[config.mk]
export PLATFORM = sky130hd
export DESIGN_NAME = sphere_closest_hit_scheduler
export DESIGN_NICKNAME = d
export VERILOG_FILES = /design/src/rtl/sphere_closest_hit_scheduler.sv
export SDC_FILE = /design/constraint.sdc
export NUM_CORES = 1
export LEC_CHECK = 0
export CAP_MARGIN = 20
export CORE_AREA = 2 2 196 198
export CTS_CLUSTER_DIAMETER = 40
export DETAILED_ROUTE_END_ITERATION = 10
export DIE_AREA = 0 0 198 200
export PLACE_DENSITY_LB_ADDON = 0.05
export SKIP_CTS_REPAIR_TIMING = 1
export SLEW_MARGIN = 20
export SYNTH_ARGS = -nofsm -noshare
export SYNTH_HDL_FRONTEND = slang
export SYNTH_SLANG_ARGS = --single-unit
[constraint.sdc]
create_clock -name clk -period 2.65 [get_ports clk]
set_input_delay 0.53 -clock clk [delete_from_list [all_inputs] [get_ports clk]]
set_output_delay 0.53 -clock clk [all_outputs]
set_load 0.01 [all_outputs]
[src/rtl/sphere_closest_hit_scheduler.sv]
// Walks the sphere table for one ray, issues each sphere to a hit unit and keeps the closest valid hit.
// Optional SPHERE_ANY_HIT_EN adds any_hit_mode: the first valid hit stops issue (shadow rays).
`ifndef PRIMITIVE_INDEX
`define PRIMITIVE_INDEX 8
`endif

package sphere_pkg;
    typedef logic signed [15:0] Fixed;
    typedef struct packed { Fixed x; Fixed y; Fixed z; } Vec3;
    typedef struct packed { Vec3 Orig; Vec3 Dir; } Ray;
    typedef struct packed { Vec3 Center; Fixed Radius; } Sphere;
    typedef struct packed { logic [7:0] R; logic [7:0] G; logic [7:0] B; } RGB8;
    typedef enum logic [1:0] {ST_None, ST_Diffuse, ST_Mirror, ST_Emissive} SurfaceType_t;
    typedef struct packed {
        logic                        bHit;
        Fixed                        T;
        logic [`PRIMITIVE_INDEX-1:0] PI;
        SurfaceType_t                SurfaceType;
        RGB8                         Color;
    } HitData;
endpackage

module sphere_closest_hit_scheduler
    import sphere_pkg::*;
#(
    parameter int unsigned NUM_SPHERES = 8,
    parameter int unsigned PI_WIDTH    = 8,
    parameter int unsigned HIT_LATENCY = 1
) (
    input  logic                clk,
    input  logic                resetn,
    input  logic                start,
    input  Ray                  ray_in,
`ifdef SPHERE_ANY_HIT_EN
    input  logic                any_hit_mode,
`endif
    output logic                busy,
    output logic                done,
    output HitData              closest_hit,
    output logic [PI_WIDTH-1:0] sph_rd_addr,
    input  Sphere               sph_rd_data,
    input  RGB8                 sph_color,
    input  SurfaceType_t        sph_st,
    output logic                hit_req,
    output Ray                  hit_ray,
    output Sphere               hit_sphere,
    output RGB8                 hit_color,
    output SurfaceType_t        hit_st,
    output logic [PI_WIDTH-1:0] hit_pi,
    input  logic                hit_valid,
    input  HitData              hit_data
);

    if (NUM_SPHERES < 1 || HIT_LATENCY < 1) begin : g_param_check
        $error("sphere_closest_hit_scheduler: NUM_SPHERES and HIT_LATENCY must be >= 1");
    end

    typedef enum logic [1:0] {S_IDLE, S_ISSUE, S_DRAIN, S_DONE} state_t;

    localparam logic [PI_WIDTH-1:0] LAST_IDX = PI_WIDTH'(NUM_SPHERES - 1);
    localparam HitData              BEST_RST = '0;

    state_t              state_q, state_d;
    logic [PI_WIDTH-1:0] issue_idx_q, issue_idx_d;
    logic [PI_WIDTH-1:0] hit_pi_q, hit_pi_d;
    logic                hit_req_q, hit_req_d;
    logic [PI_WIDTH:0]   resp_cnt_q, resp_cnt_d, resp_target;
    Ray                  ray_q, ray_d;
    HitData              best_q, best_d;
    logic                collecting, candidate, better, replace, stop_issue;

`ifdef SPHERE_ANY_HIT_EN
    logic              any_q, any_d;
    logic              stopped_q, stopped_d;
    logic [PI_WIDTH:0] issued_q, issued_d;
`endif

    assign collecting = (state_q == S_ISSUE) || (state_q == S_DRAIN);
    // Negative T means the hit lies behind the ray origin.
    assign candidate  = collecting && hit_valid && hit_data.bHit && !hit_data.T[15];
    assign better     = !best_q.bHit || ($signed(hit_data.T) < $signed(best_q.T));

`ifdef SPHERE_ANY_HIT_EN
    assign replace     = candidate && better && !stopped_q;
    assign stop_issue  = any_q && (candidate || stopped_q);
    assign resp_target = issued_d;
`else
    assign replace     = candidate && better;
    assign stop_issue  = 1'b0;
    assign resp_target = (PI_WIDTH+1)'(NUM_SPHERES);
`endif

    always_comb begin
        state_d     = state_q;
        issue_idx_d = issue_idx_q;
        hit_pi_d    = hit_pi_q;
        hit_req_d   = 1'b0;
        ray_d       = ray_q;
        best_d      = replace ? hit_data : best_q;
        resp_cnt_d  = (collecting && hit_valid) ? resp_cnt_q + 1'b1 : resp_cnt_q;
`ifdef SPHERE_ANY_HIT_EN
        any_d       = any_q;
        stopped_d   = stopped_q || (any_q && candidate);
        issued_d    = issued_q + {{PI_WIDTH{1'b0}}, hit_req_q};
`endif
        case (state_q)
            S_IDLE: begin
                if (start) begin
                    ray_d       = ray_in;
                    best_d      = BEST_RST;
                    resp_cnt_d  = '0;
                    issue_idx_d = '0;
                    state_d     = S_ISSUE;
`ifdef SPHERE_ANY_HIT_EN
                    any_d       = any_hit_mode;
                    stopped_d   = 1'b0;
                    issued_d    = '0;
`endif
                end
            end
            S_ISSUE: begin
                // Table data for this address arrives next cycle, so the strobe is the delayed copy.
                if (!stop_issue) begin
                    hit_req_d = 1'b1;
                    hit_pi_d  = issue_idx_q;
                end
                if (stop_issue || issue_idx_q == LAST_IDX) begin
                    state_d = S_DRAIN;
                end else begin
                    issue_idx_d = issue_idx_q + PI_WIDTH'(1);
                end
            end
            S_DRAIN: begin
                if (resp_cnt_d == resp_target) state_d = S_DONE;
            end
            S_DONE:  state_d = S_IDLE;
            default: state_d = S_IDLE;
        endcase
    end

    always_ff @(posedge clk or negedge resetn) begin
        if (!resetn) begin
            state_q     <= S_IDLE;
            issue_idx_q <= '0;
            hit_pi_q    <= '0;
            hit_req_q   <= 1'b0;
            resp_cnt_q  <= '0;
            ray_q       <= '0;
            best_q      <= BEST_RST;
`ifdef SPHERE_ANY_HIT_EN
            any_q       <= 1'b0;
            stopped_q   <= 1'b0;
            issued_q    <= '0;
`endif
        end else begin
            state_q     <= state_d;
            issue_idx_q <= issue_idx_d;
            hit_pi_q    <= hit_pi_d;
            hit_req_q   <= hit_req_d;
            resp_cnt_q  <= resp_cnt_d;
            ray_q       <= ray_d;
            best_q      <= best_d;
`ifdef SPHERE_ANY_HIT_EN
            any_q       <= any_d;
            stopped_q   <= stopped_d;
            issued_q    <= issued_d;
`endif
        end
    end

    assign busy        = collecting;
    assign done        = (state_q == S_DONE);
    assign closest_hit = best_q;
    assign sph_rd_addr = issue_idx_q;
    assign hit_req     = hit_req_q;
    assign hit_pi      = hit_pi_q;
    assign hit_ray     = ray_q;
    assign hit_sphere  = sph_rd_data;
    assign hit_color   = sph_color;
    assign hit_st      = sph_st;

endmodule

# Yosys cells after proc, flatten, opt, wreduce, memory -nomap -nowiden
# Index checks and enable logic that the tools add are counted.
# totals
ff_bits	175
in_bits	241
output_inout_bits	256
word_cells	57
# classes
add_sub_neg	2
n_lt_le_gt_ge	1
n_eq_ne	9
muxes	14
n_reduce_logical	13
# op_table
op	count
$mux W51	3
$mux W9	3
$lt A16 B16 Y1	1
$mux W8	2
$pmux W8 S2	1
$add A9 B1 Y9 const B	1
$eq A9 B4 Y1 const B	1
$add A8 B1 Y8 const B	1
$eq A8 B3 Y1 const B	1
$pmux W2 S4	1
$mux W2	3
$reduce_and A3 Y1	2
$eq A2 B2 Y1 const B	2
$logic_and A1 B1 Y1	4
$ne A2 B1 Y1 const B	2
$ne A2 B2 Y1 const B	2
$eq A2 B1 Y1 const B	1
$logic_not A1 Y1	2
$logic_not A2 Y1	1
$logic_or A1 B1 Y1	2
$reduce_and A2 Y1	1
$reduce_bool A2 Y1	1
$mux W1	1

# Logic depth before layout (Yosys ltp)
# Gate-level depths: netlist (run 1).
# logic_depth
depth_word	9
mapped_depth	9

# Least setup slack after synthesis (run 1)
# Ideal clock, no wire load.
# synth_path
kind	input to register
startpoint	input hit_data[41] (netlist name)
endpoint	register best_q, in the netlist closest_hit[10]
setup_time_ps	79
arrival_ps	2562
setup_slack_ps	8
stages	8
path_cell_list	ha_1 nand3_1 or3_1 or4_1 and3_1 nor3_4 buf_6 mux2i_1
# synth_lines
item	line	text
from (decl)	51	input HitData hit_data
to (signal assigned)	162	best_q <= best_d;
to (decl)	69	HitData best_q, best_d;

==> impl_metrics.toml, run 1 <==
[timing]
finalWorstSetupSlack_ns = -0.00563
worstMarginPinSlew_ns = 0.534
max_freq_mhz = 377
clock_skew_ns = 0.00718
drv_slew = 0
grt_setup_unrepaired = "true"
slew-limit-headroom_pct = 64.4
hold_ws_ns = 0.0803
finalHoldViolCount = 0
period_share_pct = 100
finalSetupViolCount = 1
period_minus_slack_ns = 2.66

[global_route]
grt_pass1_vias = 7105
grt_pass1_wl_mm = 42.2
antenna_found_initial = 1
grt_max_degree = 57
grt_use_total_pct = 14.2
grt_overflow = 0

[setup_path]
startpoint_type = "flip-flop"
crit_slowest_cell = "or4_4"
path_class = "flip-flop to flip-flop"
crit_chain = "inv_1 -> ha_1 -> o21ai_1 -> or3_1 -> or4_4 -> and3_4 -> nor3_4 -> buf_6 -> buf_12 -> mux2i_1"
cp_top_family = "simple AND/OR/NAND/NOR gates"
critPathMaxStageDelay_ns = 0.53
cp.arrival_ns = 3.01
end_kind = "flip-flop"
path_buf_inv = 3
cp_max_fo = 11
cp.required_ns = 3.01

[drt]
vias = 6632
drtIter0Drc = 240
drc_errors = 0
drtAntennaViolNets = 0
routed_wl_mm = 28.0
vias_per_cell = 3.94
routedWlPerCell_um = 16.6
drtPass1Iterations = 4

[logic_synthesis]
synth-xor-area-share_pct = 1.68
synth_seq_area_share_pct = 52.6
yosysTopAreaCell = "dfrtp_1"
synth-edff-count = 0
synth_compound_area_share_pct = 1.59
muxShareOfSynthArea_pct = 7.48
ys.flop_type = "dfrtp_1"
syn-num-nets = 1168
synth_warnings = 0
synth-simple-area-share_pct = 22.0
ys_top_cells_by_count = "nand2_1, dfrtp_1, buf_4"
synth_area_per_cell_sq_um = 9.20
yosysMostFrequentCell = "nand2_1"
synth_area_leaders = "dfrtp_1, nand2_1, buf_4"
async_reset_ff_share_pct = 100
synth_top_area_share_pct = 52.6
yosysUniqueCellTypes = 34
syn_inst = 905
syn_area_sq_um = 8330
synth_top_family_by_area = "simple AND/OR/NAND/NOR gates"
ys_ff_latch = 175
synth_fa_ha_area_share_pct = 3.31

[placed_design]
hpwlAfterDp_mm = 20.1
pre_cts_slack_ns = -0.696
globalplace.congestion = 0.689
portBuffers = 316
placedCellCount = 1645
placed_cell_area_sq_um = 11700

[floorplanning]
core_sq_um = 37400
rows = 71
io-pin-count = 497
design.die.area_sq_um = 39600
die_w_um = 198
die_h_um = 200
start_util_pct = 22.3

[clocking]
cts_buffers = 17
clock_path_buffers = 2
clk_pin_slew_worst_paths_ns = 0.07
cts_tree = "built"
clock_sinks = 175
clock_latency_ns = 0.44
cts-root-buf = "clkbuf_16"
cts.htree.levels = 4

[pwr]
ir_drop_v = 0.000464
leakagePower_nw = 6.17
p_per_area_nw_per_um2 = 1050

[final_layout]
drive_gt1_share_pct = 8.62
fin_nets = 1422
finalNonFillerCells = 1683
num_antenna_cells = 0
area_growth_syn_to_layout_pct = 50.0
postLayoutCellArea_sq_um = 12500

[min_path]
hold_class = "primary input to async pin"

[status]
status = "finished, violations left"
violations = "negative setup slack"

[flow_run]
cap_viol_max_count = 0
[worst register-to-register path, delay by kind of cell (launching register included)]
family                     cells  cell delay, ns
buffers and inverters          3            0.38
DFF                            1            0.36
and+or+nand+nor                4            1.31
muxes                          1            0.22
adders and majority gates      1            0.26
AOI/OAI and AO/OA              1            0.05
[cell families after synthesis]
kind of cell | count (synthesis)
compound gates | 20
xor+xnor | 16
fa+ha+maj | 22
buf+inv | 151
flops | 175
mux | 61
simple gates | 460
[worst paths after layout]
kind | start | depth (start not counted) | slack, ns | end
max | closest_hit[38]$_DFF_PN0_ | 10 | -0.006 | closest_hit[38]$_DFF_PN0_
min | resetn | 1 | 0.08 | hit_ray[32]$_DFFE_PN0P_
max reg2reg | closest_hit[38]$_DFF_PN0_ | 10 | -0.006 | closest_hit[38]$_DFF_PN0_
min reg2reg | hit_ray[82]$_DFFE_PN0P_ | 2 | 0.47 | hit_ray[82]$_DFFE_PN0P_
max in group asynchronous | resetn | 2 | 1.90 | closest_hit[15]$_DFF_PN0_
min in group clk | hit_data[39] | 3 | 0.39 | closest_hit[39]$_DFF_PN0_
[layout by cell type (no fill, tap or decap), types with 2 or more instances in the layout]
cell and instances:
a21oi_1 7, clkinv_2 4, xnor2_1 6, dfrtp_1 175
mux2_2 10, a2111oi_0 2, nor2_1 22, ha_4 2
nand4_1 9, xor2_1 10, nand3_1 5, and2_1 2
clkbuf_16 19, or4_1 2, nand2b_1 2, inv_1 21
buf_4 34, dlymetal6s2s_1 6, clkdlybuf4s50_1 309, nand2_1 396
mux2i_1 51, and3_1 6, bufinv_16 3, buf_12 9
nor3_1 6, buf_6 3, o21ai_0 4, ha_1 20
clkinvlp_4 2, clkbuf_8 5
[state kept, by name, indices dropped and copies added, names as in the netlist]
signal       flops
hit_ray         96
closest_hit     51
resp_cnt_q       9
hit_pi           8
sph_rd_addr      8
state_q          2
hit_req          1
[metrics by stage]
stage,TNS [ns],utilization (%),power [mW]
6_report,-0.00563,33.4,13.1
5_1_grt,-5.49,33.4,14.1
4_1_cts,-9.24,32.9,13.3
3_5_place_dp,-32.38,31.3,10.4
3_3_place_gp,-33.43,31.3,10.5
2_1_floorplan,0,-,6.98
[final cells by class]
class / instances / area (sq um)
Fill cell: 3900 / 24900
Sequential cell: 175 / 4380
Timing Repair Buffer: 365 / 3720
Multi-Input combinational cell: 579 / 3060
Tap cell: 511 / 639
Clock buffer: 22 / 484
Clock inverter: 10 / 134
Inverter: 21 / 78.8
[power breakdown]
| group | internal (mW) | total (mW) | switching, mW |
|---|---|---|---|
| Sequential | 3.76 | 4.42 | 0.656 |
| Combinational | 3.15 | 5.95 | 2.80 |
| Clock | 1.58 | 2.72 | 1.13 |
| Total | 8.49 | 13.1 | 4.59 |
[per-layer routing]
layer | track usage, % | vias up | routed length, um
li1 | - | 3267 | -
met1 | 16.7 | 3126 | 11500
met2 | 23.5 | 194 | 13700
met3 | 5.14 | 43 | 2040
met4 | 5.99 | 2 | 663
met5 | 0 | - | 11
(Power assumes the default switching activity.)
==> run 2, diff against run 1 <==
- CAP_MARGIN: 20 -> 10
- CORE_AREA: 2 2 196 198 -> 2 2 191 193
- DIE_AREA: 0 0 198 200 -> 0 0 193 195
- clock period: 2.65 -> 3 ns (I/O delays scaled with it)
==> impl_metrics.toml, run 2 (synthesis gave the netlist of run 1 again) <==
[global_route]
grt_pass1_wl_mm = 41.4
grt_use_total_pct = 14.6
grt_max_degree = 81
grt.busiest_layer = "met2"
met2_usage_pct = 24.3
antenna_found_initial = 2
met1_usage_pct = 16.7
grt_pass1_vias = 6982
met3_usage_pct = 6.15
grt_overflow = 0

[clocking]
cts.htree.levels = 4
clk_pin_slew_worst_paths_ns = 0.06
clock_sinks = 175
clock_latency_ns = 0.45
cts_buffers = 17
clock_path_buffers = 2
cts-root-buf = "clkbuf_16"
cts_tree = "built"

[timing]
hold_ws_ns = 0.194
clock_skew_ns = 0.00963
finalSetupTns_ns = 0
slew-limit-headroom_pct = 50.7
drv_slew = 0
finalWorstSetupSlack_ns = 0.104
period_share_pct = 96.5
finalSetupViolCount = 0
finalHoldViolCount = 0
max_freq_mhz = 345
period_minus_slack_ns = 2.90
worstMarginPinSlew_ns = 0.739
grt_setup_unrepaired = "false"

[final_layout]
multi_input_area_sq_um = 3030
drive_gt1_share_pct = 7.24
final_cell_mix = "nand2_1, clkdlybuf4s50_1, dfrtp_1"
finish.utilization_pct = 34.8
postLayoutCellArea_sq_um = 12300
regArea_sq_um = 4380
layout_commonest_cell = "nand2_1"
largest_reg_flops = 96
area_growth_syn_to_layout_pct = 47.7
finalNonFillerCells = 1624
fin_nets = 1411
fill_cells = 3703

[drt]
vias = 6623
drtAntennaViolNets = 0
routedWlPerCell_um = 16.8
drtIter0Drc = 263
drc_errors = 0
routed_wl_mm = 27.2
vias_per_cell = 4.08
drtPass1Iterations = 4

[setup_path]
path_buf_inv = 3
cp.arrival_ns = 3.26
startpoint_type = "primary input"
timing.rr.start = "closest_hit[40]$_DFF_PN0_"
critPathMaxStageDelay_ns = 0.52
cp.required_ns = 3.36
rr_worst_depth = 10
cp_top_family = "simple AND/OR/NAND/NOR gates"
cp_max_fo = 13
crit_slowest_cell = "or4_1"
rrSetupSlack_ns = 0.24
rr_endpoint = "closest_hit[45]$_DFF_PN0_"
crit_chain = "clkdlybuf4s50_1 -> ha_1 -> nand3_1 -> or3_1 -> or4_1 -> and3_1 -> nor3_4 -> buf_6 -> clkbuf_16 -> mux2i_1"
path_class = "primary input to flip-flop"
end_kind = "flip-flop"

[flow_run]
cap_viol_max_count = 0

[pwr]
p_per_area_nw_per_um2 = 929
power.share.switching_pct = 34.8
internal_power_mw = 7.45
seqPwrFrac_pct = 34.1
power.clock.fraction_pct = 21.5
power_mw = 11.4
ir_drop_v = 0.000429
switchingPower_mw = 3.98
p_comb_share_pct = 44.4
leakagePower_nw = 6.07

[placed_design]
placedCellCount = 1585
pre_cts_slack_ns = -0.394
placed_cell_area_sq_um = 11600
globalplace.congestion = 0.723
hpwlAfterDp_mm = 19.2
portBuffers = 316

[status]
status = "finished, final reports clean"

[floorplanning]
core_sq_um = 35400
die_w_um = 193
rows = 69
start_util_pct = 23.5
design.die.area_sq_um = 37600
die_h_um = 195
io-pin-count = 497

[min_path]
hold_class = "primary input to async pin"
-- run 2: cell count changes in the layout (fill, tap and decap cells not counted), moves of 2 or more --
| cell | change |
|---|---|
| buf_12 | -2 |
| buf_4 | -7 |
| buf_6 | -2 |
| clkdlybuf4s50_1 | +5 |
| diode_2 | +2 |
| dlymetal6s2s_1 | -5 |
-- run 2: worst reg2reg max path: stages (launching register included) --
cell	delay (ns)
dfrtp_1	0.39
inv_1	0.09
ha_4	0.28
nand3_1	0.07
or3_1	0.36
or4_1	0.52
and3_1	0.22
nor3_4	0.19
buf_6	0.16
clkbuf_16	0.19
mux2i_1	0.20
-- run 2: power by group through the flow --
stage | clock, mW | combinational [mW] | sequential, mW
6_report | 2.46 | 5.07 | 3.90
5_1_grt | 2.63 | 5.61 | 4.05
4_1_cts | 2.55 | 5.14 | 3.92
3_5_place_dp | 0 | 5.14 | 3.93
3_3_place_gp | 0 | 5.15 | 3.92
2_1_floorplan | 0 | 1.85 | 4.31
-- run 2: worst max path at each step --
stage / from / to / slack, ns / depth (start not counted)
2_1_floorplan: hit_data[41] / closest_hit[10]$_DFF_PN0_ / 0.29 / 8
3_3_place_gp: hit_data[40] / closest_hit[5]$_DFF_PN0_ / -0.35 / 9
3_5_place_dp: hit_data[40] / closest_hit[7]$_DFF_PN0_ / -0.39 / 9
4_1_cts: hit_data[40] / closest_hit[9]$_DFF_PN0_ / 0.08 / 9
5_1_grt: hit_data[41] / closest_hit[38]$_DFF_PN0_ / 0.003 / 10
6_report: hit_data[41] / closest_hit[45]$_DFF_PN0_ / 0.10 / 10
-- run 2: cell type report --
type / count / area share, %
Antenna cell: 2 / 0.0407
Clock buffer: 22 / 3.86
Clock inverter: 10 / 1.29
Inverter: 21 / 0.641
Multi-Input combinational cell: 579 / 24.6
Sequential cell: 175 / 35.6
Tap cell: 461 / 4.69
Timing Repair Buffer: 354 / 29.3
-- run 2: metal layers --
layer / vias to the layer above / routed length [um]
met5: - / 0
met4: 0 / 432
met3: 35 / 2320
met2: 195 / 13400
met1: 3139 / 11000
li1: 3254 / -
